==> src/rtl/gray_pkg.sv <==
// gray_pkg: helpers shared by the Gray-code conversion blocks.
//   GRAY_MAX_W  widest supported code word
//   gray_to_bin prefix-XOR decode of a Gray word; bits at or above w are masked
//   popcount    number of set bits in a word (Hamming weight)
package gray_pkg;

  localparam int GRAY_MAX_W = 32;

  function automatic logic [GRAY_MAX_W-1:0] gray_to_bin(
    input logic [GRAY_MAX_W-1:0] g,
    input int                    w
  );
    logic [GRAY_MAX_W-1:0] mask;
    logic [GRAY_MAX_W-1:0] gm;
    logic [GRAY_MAX_W-1:0] b;
    if (w >= GRAY_MAX_W) mask = '1;
    else                 mask = (GRAY_MAX_W'(1) << w) - GRAY_MAX_W'(1);
    gm = g & mask;
    // Masked upper bits are zero, so a full-width MSB-first prefix XOR
    // produces the correct WIDTH-bit decode in the low bits.
    b = '0;
    b[GRAY_MAX_W-1] = gm[GRAY_MAX_W-1];
    for (int i = GRAY_MAX_W - 2; i >= 0; i--) begin
      b[i] = b[i+1] ^ gm[i];
    end
    return b;
  endfunction

  function automatic logic [5:0] popcount(input logic [GRAY_MAX_W-1:0] v);
    logic [5:0] cnt;
    cnt = '0;
    for (int i = 0; i < GRAY_MAX_W; i++) begin
      cnt = cnt + 6'(v[i]);
    end
    return cnt;
  endfunction

endpackage

==> src/rtl/gray2bin_comb.sv <==
// gray2bin_comb: purely combinational Gray-to-binary decode.
//   i_gray  Gray-coded word
//   o_bin   binary equivalent
import gray_pkg::*;

module gray2bin_comb #(
  parameter int WIDTH = 4
) (
  input  logic [WIDTH-1:0] i_gray,
  output logic [WIDTH-1:0] o_bin
);

  assign o_bin = WIDTH'(gray_to_bin(GRAY_MAX_W'(i_gray), WIDTH));

endmodule

==> src/rtl/gray2bin_decoder.sv <==
// gray2bin_decoder: two-stage pipelined Gray-to-binary decoder with
// valid/ready flow control, per-word step-error flag and a saturating
// error counter.
//   clk, rst             clock, synchronous active-high reset
//   in_valid/in_ready    input handshake, gray_in is the Gray word
//   out_valid/out_ready  output handshake, bin_out/out_err are the result
//   err_cnt              saturating count of errored words accepted
import gray_pkg::*;

module gray2bin_decoder #(
  parameter int WIDTH = 4,
  parameter int CNT_W = 8
) (
  input  logic             clk,
  input  logic             rst,
  input  logic             in_valid,
  output logic             in_ready,
  input  logic [WIDTH-1:0] gray_in,
  output logic             out_valid,
  input  logic             out_ready,
  output logic [WIDTH-1:0] bin_out,
  output logic             out_err,
  output logic [CNT_W-1:0] err_cnt
);

  logic             r_s1_v;
  logic             r_s1_err;
  logic [WIDTH-1:0] r_s1_gray;
  logic             r_s2_v;
  logic             r_s2_err;
  logic [WIDTH-1:0] r_s2_bin;
  logic [WIDTH-1:0] r_prev_gray;
  logic             r_have_prev;
  logic [CNT_W-1:0] r_err_cnt;

  logic             w_s2_adv;
  logic             w_s1_adv;
  logic             w_in_xfer;
  logic [5:0]       w_dist;
  logic             w_step_err;
  logic [WIDTH-1:0] w_s1_bin;

  // A stage may load when it is empty or its content is moving on this cycle.
  assign w_s2_adv   = !r_s2_v || out_ready;
  assign w_s1_adv   = !r_s1_v || w_s2_adv;
  assign in_ready   = w_s1_adv;
  assign w_in_xfer  = in_valid && w_s1_adv;

  assign w_dist     = popcount(GRAY_MAX_W'(gray_in ^ r_prev_gray));
  assign w_step_err = r_have_prev && (w_dist >= 6'd2);

  gray2bin_comb #(.WIDTH(WIDTH)) u_dec (
    .i_gray (r_s1_gray),
    .o_bin  (w_s1_bin)
  );

  always_ff @(posedge clk) begin
    if (rst) begin
      r_s1_v      <= 1'b0;
      r_s1_err    <= 1'b0;
      r_s1_gray   <= '0;
      r_s2_v      <= 1'b0;
      r_s2_err    <= 1'b0;
      r_s2_bin    <= '0;
      r_prev_gray <= '0;
      r_have_prev <= 1'b0;
      r_err_cnt   <= '0;
    end else begin
      if (w_s1_adv) begin
        r_s1_v <= in_valid;
        if (w_in_xfer) begin
          r_s1_gray <= gray_in;
          r_s1_err  <= w_step_err;
        end
      end
      // Output data only changes when a real word moves in, so it holds
      // stable under backpressure and across bubbles.
      if (w_s2_adv) begin
        r_s2_v <= r_s1_v;
        if (r_s1_v) begin
          r_s2_bin <= w_s1_bin;
          r_s2_err <= r_s1_err;
        end
      end
      if (w_in_xfer) begin
        r_prev_gray <= gray_in;
        r_have_prev <= 1'b1;
        if (w_step_err && (r_err_cnt != {CNT_W{1'b1}})) begin
          r_err_cnt <= r_err_cnt + CNT_W'(1);
        end
      end
    end
  end

  assign out_valid = r_s2_v;
  assign bin_out   = r_s2_bin;
  assign out_err   = r_s2_err;
  assign err_cnt   = r_err_cnt;

endmodule

==> config.mk <==
export PLATFORM = sky130hd
export DESIGN_NAME = gray2bin_decoder
export DESIGN_NICKNAME = d
export VERILOG_FILES = /design/src/rtl/gray_pkg.sv /design/src/rtl/gray2bin_comb.sv /design/src/rtl/gray2bin_decoder.sv
export SDC_FILE = /design/constraint.sdc
export NUM_CORES = 1
export LEC_CHECK = 0
export BUFFER_PORTS_ARGS = -buffer_cell sky130_fd_sc_hd__buf_2
export CORE_MARGIN = 3
export CORE_UTILIZATION = 45
export CTS_CLUSTER_SIZE = 30
export DETAILED_ROUTE_END_ITERATION = 12
export PLACE_DENSITY = 0.74
export SETUP_SLACK_MARGIN = 0.5
export SLEW_MARGIN = 15
export SYNTH_ARGS = -nofsm -noshare
export SYNTH_HDL_FRONTEND = slang
export SYNTH_SLANG_ARGS = --single-unit
==> constraint.sdc <==
create_clock -name clk -period 5.4 [get_ports clk]
set_input_delay 1.08 -clock clk [delete_from_list [all_inputs] [get_ports clk]]
set_output_delay 1.08 -clock clk [all_outputs]
set_load 0.01 [all_outputs]
==> metrics.md, run 1 <==
| Metric | Value |
|---|---|
| Status | `completed` |
| Hold crit path type | `register to register` |
| Post-CTS setup buffers | `0` |
| HPWL after DPL | `1498 um` |
| Sw Share | `around 28%` |
| Critical path fanouts, max | `11` |
| Die area | `about 2800 um2` |
| First-pass DRT Iterations | `4` |
| Storage cell area | `420.4 um2` |
| Peak Freq | `341.6 MHz` |
| Share of the synthesized area in the top cell type | `a little over two fifths` |
| Post-synth top area cell | `dfxtp_1` |
| Worst Path Required | `between 4000 and 5000 ps` |
| Cell row count | `16` |
| Hold-fix buffers at CTS | `0` |
| DRT iter0 DRCs | `9` |
| Die Y | `53.14 um` |
| Root buf cell | `clkbuf_4` |
| Tcrit/Tclk final | `54.21%` |
| Via density per instance | `5.521` |
| DR WL/cell | `13.04 um` |
| Post-cts resize count | `0` |
| Clock Latency Late Sink | `310 ps` |
| Cell-internal power | `0.2055 mW` |
| Max_slew headroom | `between 70% and 80%` |
| Unique masters post-synth | `31` |
| Vias | `900` |
| Post-route ant nets | `0` |
| Die width | `53.14 um` |
| YS warnings | `0` |
| Clk buf depth | `2` |
| Slew @ Worst Pin | `442.6 ps` |
| NumNets Final | `between 100 and 150` |
| Syn_nets | `125` |
| Layout area overhead | `14.27%` |
| Setup Skew | `5.457 ps` |
| FF+latch count, synth | `21` |
| Syn_area_per_cell | `between 8 and 9 um2` |
| IO Count | `23` |
| Register area share after synthesis | `between 40% and 50%` |
| First-pass GRT wire length | `between 3000 and 4000 um` |
| Final Hold Viols | `0` |
| Post-Route WL | `2125 um` |
| Highest ir drop seen on vdd | `0.2061 mV` |
| Number of max-cap violations | `0` |
| Clock Sinks | `21` |
| GRT Overall Usage | `17.21%` |
| Switching power | `approximately 0.078 mW` |
| Share of layout cells above drive strength 1 | `20.59%` |
| Top cells by area, synth | `dfxtp_1 42%, a21oi_1 7.0%, nand3_1 4.5%` |
| Global route overflow | `0` |
| Number of inserted diodes | `0` |
| Syn Inst Count | `115` |
| Placed Area | `~1100 um2` |
| Area taken by multi-input logic gates | `535.5 um2` |
| Combinational Power Share | `roughly 15%` |
| CP endpoint kind | `primary output` |
| # DRC | `0` |
| Clk slew on worst S/H paths | `110 ps` |
| Final Max Tran Viols | `0` |
| Unrepaired setup endpoints after global routing | `false` |
| Clock network fraction of total power | `26.8%` |
| Initial core utilization | `49.44%` |
| Crit path kind | `primary input to primary output` |
| Clock buffer count from CTS | `3` |
| Power per cell area | `248.3 nW/um2` |
| Setup_tns | `0 ps` |
| Filler cell count | `a little under 200` |
| Worst path arrival time | `1850 ps` |
| Synth Cell Area | `999.7 um2` |
| Flop pwr share | `slightly below 60%` |
| RD Place Congestion | `0.7331` |
| Core Region | `2022 um2` |
| CTS tree | `built` |
| Worst setup SP type | `primary input` |
| Depth of the CTS H-tree | `1` |
| PortBufs | `22` |
| Final setup fails | `0` |
| Initial antenna violation count | `0` |
| Min Tclk post-route | `roughly 2900 ps` |
| LEAKAGE | `roughly 0.48 nW` |
| Largest net degree at the start of global routing | `24` |
| WHS | `460.2 ps` |
| Design area | `1142 um2` |
| Vias in the first global route | `836` |
-- worst max-delay path, stage by stage --
cell      delay (ps)
buf_2            100
nand3b_1         390
buf_2            270
-- synthesized netlist by cell type (all sizes together) --
library cell / instances
o21a: 1
nand2b: 1
dfxtp: 21
clkbuf: 2
xnor2: 5
a21oi: 14
o31ai: 4
a311oi: 2
ha: 1
nor4b: 1
mux2: 2
buf: 3
o211ai: 1
a22oi: 1
nor2b: 3
mux2i: 3
nand3: 9
o21ai: 2
inv: 4
nor2: 8
and3: 3
a31oi: 1
nor3: 1
fa: 1
nand4: 2
or4: 4
xor2: 2
and4: 1
nand2: 11
nand3b: 1
-- path summary, 6_finish.rpt --
path / cells after the start / slack, ps / to / from
setup reg to reg: 5 / 3170 / err_cnt[0] / r_s1_gray[0]
hold reg to reg: 2 / 460 / bin_out[3] / bin_out[3]
hold / removal: 2 / 460 / bin_out[3] / bin_out[3]
setup / recovery: 3 / 2470 / in_ready / out_ready
-- cell usage in the layout, fill, tap and decap left out, types with 2 or more instances in the layout --
| master | synthesis | routed |
|---|---|---|
| clkbuf_4 | 0 | 3 |
| nand4_1 | 2 | 2 |
| o31ai_1 | 4 | 4 |
| xor2_1 | 2 | 2 |
| nor2_1 | 8 | 8 |
| buf_2 | 2 | 22 |
| and3_1 | 3 | 3 |
| a21oi_1 | 14 | 14 |
| a311oi_1 | 2 | 2 |
| nand3_1 | 9 | 9 |
| inv_1 | 4 | 4 |
| or4_1 | 4 | 4 |
| nand2_1 | 11 | 11 |
| dfxtp_1 | 21 | 21 |
| o21ai_0 | 2 | 2 |
| xnor2_1 | 5 | 5 |
| nor2b_1 | 3 | 3 |
| mux2i_1 | 3 | 3 |
| mux2_2 | 2 | 2 |
-- final cells by class --
class / instances / area share, %
Clock inverter: 1 / 0.4381
Multi-Input combinational cell: 85 / 46.88
Inverter: 4 / 1.314
Tap cell: 27 / 2.957
Sequential cell: 21 / 36.80
Timing Repair Buffer: 22 / 9.639
Clock buffer: 3 / 1.972
-- power groups by stage --
| stage | combinational, mW | sequential [mW] | clock (mW) |
|---|---|---|---|
| after floorplan | 0.0325 | 0.170 | 0 |
| after global placement | 0.0406 | 0.169 | 0 |
| after detailed placement | 0.0413 | 0.170 | 0 |
| after CTS | 0.0416 | 0.166 | 0.0814 |
| after global routing | 0.0471 | 0.167 | 0.0861 |
| final | 0.0413 | 0.166 | 0.0760 |
-- sequential cells by signal (all words and copies together) (netlist names) --
register     count
r_have_prev      1
err_cnt          8
out_err          1
r_s1_err         1
r_s1_gray        4
out_valid        1
r_s1_v           1
bin_out          4
-- stage by stage --
stage | total power [mW] | std cells | utilization, % | setup WS [ps]
after floorplan | 0.2025 | 115 | - | 2591
after global placement | 0.2099 | 159 | 55.14 | 2414
after detailed placement | 0.2110 | 159 | 55.14 | 2346
after CTS | 0.2892 | 163 | 56.50 | 2479
after global routing | 0.3002 | 163 | 56.50 | 2414
final | 0.2836 | 163 | 56.50 | 2473
-- cells by family (layout without fill, tap and decap cells) --
group                    count (synthesis)  after routing  share of synthesized area (%)
AND/OR/NAND/NOR                         45             45                          23.28
XOR/XNOR                                 7              7                          6.133
buffers and inverters                    9             30                          4.380
adder cells (fa/ha/maj)                  2              2                          3.254
multiplexers                             5              5                          5.257
flip-flops                              21             21                          42.05
AO/OA/AOI/OAI                           26             26                          15.65
-- routing by layer --
metal / wire length, um / vias to the layer above / GRT usage [%]
met2: 1062 / 22 / 28.72
met3: 108 / 4 / 6.197
met5: 0 / - / 0
met1: 927 / 419 / 19.79
met4: 26 / 0 / 6.809
li1: - / 455 / -
Power figures use the tool's default switching activity.
==> run 2: changes to the inputs <==
--- a/config.mk
+++ b/config.mk
@@ -10,7 +10,7 @@
 export CORE_UTILIZATION = 45
 export CTS_CLUSTER_SIZE = 30
 export DETAILED_ROUTE_END_ITERATION = 12
-export PLACE_DENSITY = 0.74
+export PLACE_DENSITY = 0.76
 export SETUP_SLACK_MARGIN = 0.5
 export SLEW_MARGIN = 15
 export SYNTH_ARGS = -nofsm -noshare
==> constraint.sdc (replaced) <==
create_clock -name clk -period 2.66 [get_ports clk]
set_input_delay 0.532 -clock clk [delete_from_list [all_inputs] [get_ports clk]]
set_output_delay 0.532 -clock clk [all_outputs]
set_load 0.01 [all_outputs]
==> run 2 against run 1 <==
- via count is 0.78% lower
- power is 110% higher
- final cell count stayed put
- critical path depth is 2 higher
- die area stayed put
- sequential power is 100% higher
- cell area is 2.7% higher
==> metrics.md, run 2 (synthesized netlist as in run 1, its figures left out) <==
| Metric | Value |
|---|---|
| Clock buffer count from CTS | `3` |
| First-pass DRT Iterations | `4` |
| Tcrit/Tclk final | `76.92%` |
| Peak Freq | `488.7 MHz` |
| Unrepaired setup endpoints after global routing | `false` |
| Critical path, cell by cell | `xnor2_1 -> fa_1 -> o21a_2 -> or4_1 -> a21oi_1` |
| Die area | `approximately 2800 um2` |
| Crit path kind | `register to register` |
| Die width | `around 53 um` |
| Worst Path Required | `2900 ps` |
| Root buf cell | `clkbuf_4` |
| Largest net degree at the start of global routing | `24` |
| Crit path max-delay family | `simple AND/OR/NAND/NOR gates` |
| Post-Route WL | `2063 um` |
| IO Count | `23` |
| Worst path arrival time | `2290 ps` |
| Setup Skew | `roughly 1.0 ps` |
| Hold crit path type | `register to register` |
| Placed Area | `1141 um2` |
| Slew @ Worst Pin | `roughly 430 ps` |
| Share of layout cells above drive strength 1 | `26.47%` |
| R2R depth | `5` |
| Depth of the CTS H-tree | `1` |
| Final Hold Viols | `0` |
| R2R setup slack | `610 ps` |
| RD Place Congestion | `0.7361` |
| Number of max-cap violations | `0` |
| Core Region | `approximately 2000 um2` |
| Setup_tns | `0 ps` |
| Cell row count | `16` |
| Clk buf depth | `2` |
| Global route overflow | `0` |
| Min Tclk post-route | `2046 ps` |
| CP endpoint kind | `register` |
| R2R Path End | `err_cnt[5]` |
| WHS Endpoint | `out_err` |
| Critical path fanouts, max | `11` |
| Vias in the first global route | `757` |
| DR WL/cell | `roughly 13 um` |
| LEAKAGE | `0.4923 nW` |
| Status | `completed` |
| HPWL after DPL | `1531 um` |
| CTS tree | `built` |
| Clock Latency Late Sink | `roughly 300 ps` |
| Min-delay src | `out_err` |
| Clock Sinks | `21` |
| Via density per instance | `~5.5` |
| Final setup fails | `0` |
| # DRC | `0` |
| Clk slew on worst S/H paths | `120 ps` |
| Max reg flops | `8` |
| Initial core utilization | `49.44%` |
| CP Buf/Inv Count | `0` |
| Die Y | `53.14 um` |
| Power per cell area | `roughly 500 nW/um2` |
| Worst setup SP type | `register` |
| DRT iter0 DRCs | `25` |
| Number of inserted diodes | `0` |
| Initial antenna violation count | `0` |
| Crit-path max cell delay | `roughly 520 ps` |
| FF-to-FF Start | `r_s1_gray[3]` |
| First-pass GRT wire length | `3353 um` |
| Final Max Tran Viols | `0` |
| GRT Overall Usage | `16.34%` |
| Highest ir drop seen on vdd | `approximately 0.39 mV` |
| Post-route ant nets | `0` |
| NumNets Final | `~150` |
| Layout area overhead | `17.40%` |
| PortBufs | `22` |
| Slowest-stage cell, CP | `or4_1` |
| Filler cell count | `190` |
| Hold Path Depth | `2` |
| Design area | `about 1200 um2` |
| Vias | `893` |
| Most common cell after layout, fill and taps aside | `buf_2` |
| Most frequent cells in the layout | `22 x buf_2, 18 x dfxtp_1, 14 x a21oi_1` |
| Max_slew headroom | `71.22%` |
| Hold-fix buffers at CTS | `0` |
run 2: metrics by stage:
stage	utilization [%]	setup WS [ps]	hold slack (ps)	power [mW]	cells
3_3_place_gp	56.44	332.1	440.4	0.4306	159
4_1_cts	57.80	521.8	469.3	0.5894	163
2_1_floorplan	-	518.0	444.0	0.4152	115
6_report	58.04	613.9	463.9	0.5851	163
3_5_place_dp	56.44	292.2	451.6	0.4336	159
5_1_grt	58.04	503.6	501.5	0.6150	163
run 2: report_power, final:
group / internal [mW] / total [mW] / switching, mW
Clock: 0.0560 / 0.157 / 0.101
Combinational: 0.0373 / 0.0895 / 0.0522
Sequential: 0.327 / 0.339 / 0.0115
Total: 0.420 / 0.585 / 0.165
run 2: worst max-delay path by stage:
stage                 startpoint          to  slack (ps)  cells after the start
finish              r_s1_gray[3]  err_cnt[5]         610                      5
global route        r_s1_gray[3]  err_cnt[5]         500                      5
CTS                 r_s1_gray[3]  err_cnt[5]         520                      5
detailed placement    gray_in[3]  err_cnt[5]         290                      6
global placement      gray_in[1]  err_cnt[0]         330                      6
floorplan             gray_in[1]  err_cnt[4]         520                      6
run 2: repair_timing:
action                                  4_1_cts  5_1_grt
gates resized for setup                       0        4
endpoints found under the setup margin        0        6
setup buffers                                 0        0
run 2: final cells by class:
type	instances	area (um2)	area share [%]
clock buffer	3	22.52	1.919
clock inverter	1	5.005	0.4264
inverter	4	15.01	1.279
multi-input combinational	85	563.0	47.97
sequential	21	424.2	36.14
tap	27	33.78	2.878
timing repair buffer	22	110.1	9.382
run 2: routing by layer:
layer	GRT usage, %	wire length, um
met2	26.24	993
met4	7.660	12
met5	0	0
met1	21.24	964
met3	2.535	92
run 2: worst min-delay path, delay by kind of cell, from the launching register on:
kind,cells,cell delay (ps)
compound gates,1,50
flops,1,330
simple gates,1,50
==> run 3: changes to the inputs <==
==> constraint.sdc (replaced) <==
create_clock -name clk -period 1.8 [get_ports clk]
set_input_delay 0.36 -clock clk [delete_from_list [all_inputs] [get_ports clk]]
set_output_delay 0.36 -clock clk [all_outputs]
set_load 0.01 [all_outputs]
==> run 3 against run 2 <==
- hold slack got worse by 130 ps
- the run now ends with setup timing left
- clock power rose by 45%
- register-to-register slack got worse by 750 ps
- die area did not move
- via count rose by 5.9%
- clock-buffer cell count did not move
- power rose by 63%
- sequential cell count did not move
==> metrics.md, run 3 (synthesized netlist as in run 1, its figures left out) <==
| Metric | Value |
|---|---|
| Design area | `1343 um2` |
| Min Tclk post-route | `1938 ps` |
| Tcrit/Tclk final | `107.7%` |
| Cell row count | `16` |
| CP Buf/Inv Count | `0` |
| Peak Freq | `516.0 MHz` |
| Number of inserted diodes | `0` |
| Depth of the CTS H-tree | `1` |
| Global route overflow | `0` |
| Number of max-cap violations | `0` |
| PortBufs | `22` |
| LEAKAGE | `0.5580 nW` |
| Vias in the first global route | `between 800 and 900` |
| RD Place Congestion | `0.7722` |
| First-pass GRT wire length | `3670 um` |
| Most common cell after layout, fill and taps aside | `buf_2` |
| Die Y | `roughly 53 um` |
| Met2 Use GR | `between 20% and 30%` |
| Worst path arrival time | `roughly 2200 ps` |
| Worst setup SP type | `register` |
| Met1 Track Usage GR | `23.22%` |
| Setup Skew | `12.72 ps` |
| First-pass DRT Iterations | `4` |
| Critical path, cell by cell | `xnor2_4 -> fa_2 -> o21a_4 -> or4_1 -> a21oi_1` |
| Slowest-stage cell, CP | `fa_2` |
| DR WL/cell | `13.38 um` |
| Root buf cell | `clkbuf_4` |
| Post-Route WL | `2301 um` |
| # DRC | `0` |
| CTS tree | `built` |
| Core Region | `2022 um2` |
| Crit path kind | `register to register` |
| Slew @ Worst Pin | `between 600 and 700 ps` |
| Clock buffer count from CTS | `3` |
| IO Count | `23` |
| HPWL after DPL | `roughly 1600 um` |
| Filler cell count | `168` |
| Max reg flops | `8` |
| Via density per instance | `around 5.5` |
| Failing checks | `setup timing` |
| Clk slew on worst S/H paths | `120 ps` |
| Final Hold Viols | `0` |
| Clock Latency Late Sink | `310 ps` |
| Crit-path max cell delay | `490 ps` |
| Core Util, Final | `about two thirds` |
| Placed Area | `approximately 1200 um2` |
| Top Usage Layer GRT | `met2` |
| Hold-fix buffers at CTS | `0` |
| Largest net degree at the start of global routing | `24` |
| Initial antenna violation count | `0` |
| Vias | `946` |
| Layout area overhead | `34.29%` |
| GRT Overall Usage | `17.60%` |
| Crit path max-delay family | `adder cells` |
| Setup ws final | `-138.1 ps` |
| DRT iter0 DRCs | `22` |
| Final Max Tran Viols | `0` |
| Post-route ant nets | `0` |
| Worst Path Required | `2050 ps` |
| Critical path fanouts, max | `5` |
| Clock Sinks | `21` |
| Clk buf depth | `2` |
| Unrepaired setup endpoints after global routing | `true` |
| Max_slew headroom | `59.08%` |
| Met3 Use GR | `under 10%` |
| Highest ir drop seen on vdd | `0.7328 mV` |
| Initial core utilization | `49.44%` |
| Die width | `53.14 um` |
| Hold crit path type | `primary input to register` |
| Power per cell area | `roughly 700 nW/um2` |
| CP endpoint kind | `register` |
| Share of layout cells above drive strength 1 | `41.38%` |
| Final setup fails | `6` |
| NumNets Final | `about 160` |
| Status | `finished with violations` |
| Die area | `roughly 2800 um2` |
| Most frequent cells in the layout | `22 x buf_2, 13 x a21oi_1, 13 x dfxtp_1` |
-- run 3: changes by cell type in the layout (fill, tap and decap cells not counted), moves of 2 or more --
cell	change
buf_4	+8
dfxtp_1	-5
dfxtp_2	+4
o21a_4	+2
xor2_1	-2
xor2_2	+2
-- run 3: what timing repair did --
item / CTS / global route
pin swaps: 11 / 5
gates resized for setup: 8 / 15
cloned: 1 / 0
endpoints found under the setup margin: 13 / 17
setup buffers: 0 / 1
-- run 3: report_power, final --
group / switching (mW) / internal, mW
Combinational: 0.115 / 0.110
Sequential: 0.0167 / 0.483
Clock: 0.145 / 0.0830
Total: 0.276 / 0.676
-- run 3: final timing paths --
kind                            slack, ps      endpoint          from  cells past startpoint
worst min register to register        460    bin_out[3]    bin_out[3]                      2
worst max register to register       -140    err_cnt[2]  r_s1_gray[1]                      5
worst max-delay path                 -140    err_cnt[2]  r_s1_gray[1]                      5
worst min-delay path                  330  r_s1_gray[3]    gray_in[3]                      3
-- run 3: through the flow --
step                instances  setup TNS [ps]  setup WS (ps)  hold slack [ps]  power (mW)
global placement          166           -2192         -347.5            441.1      0.6670
global route              172           -1082         -197.9            337.1      0.9974
detailed placement        166           -2333         -372.3            448.0      0.6715
CTS                       171          -773.6         -161.0            312.7      0.9157
finish                    172          -612.4         -138.1            332.0      0.9519
floorplan                 115          -680.8         -154.3            444.0      0.6214
-- run 3: worst min-delay path, delay by kind of cell --
| family | cells | cell delay [ps] |
|---|---|---|
| buf+inv | 1 | 120 |
| simple gates | 1 | 60 |
| compound gates | 1 | 60 |
-- run 3: layout make-up --
class / count / area, um2 / area share (%)
Sequential cell: 21 / 432.9 / 32.25
Clock buffer: 3 / 22.52 / 1.678
Clock inverter: 1 / 5.005 / 0.3728
Inverter: 4 / 15.01 / 1.118
Tap cell: 27 / 33.78 / 2.516
Timing Repair Buffer: 30 / 170.2 / 12.67
Multi-Input combinational cell: 86 / 663.1 / 49.39
-- run 3: per-layer routing --
layer,part of all wire [%],up-vias
met5,0,-
met4,1.3,0
met3,5.5,4
met2,48,24
met1,45,445
li1,-,473
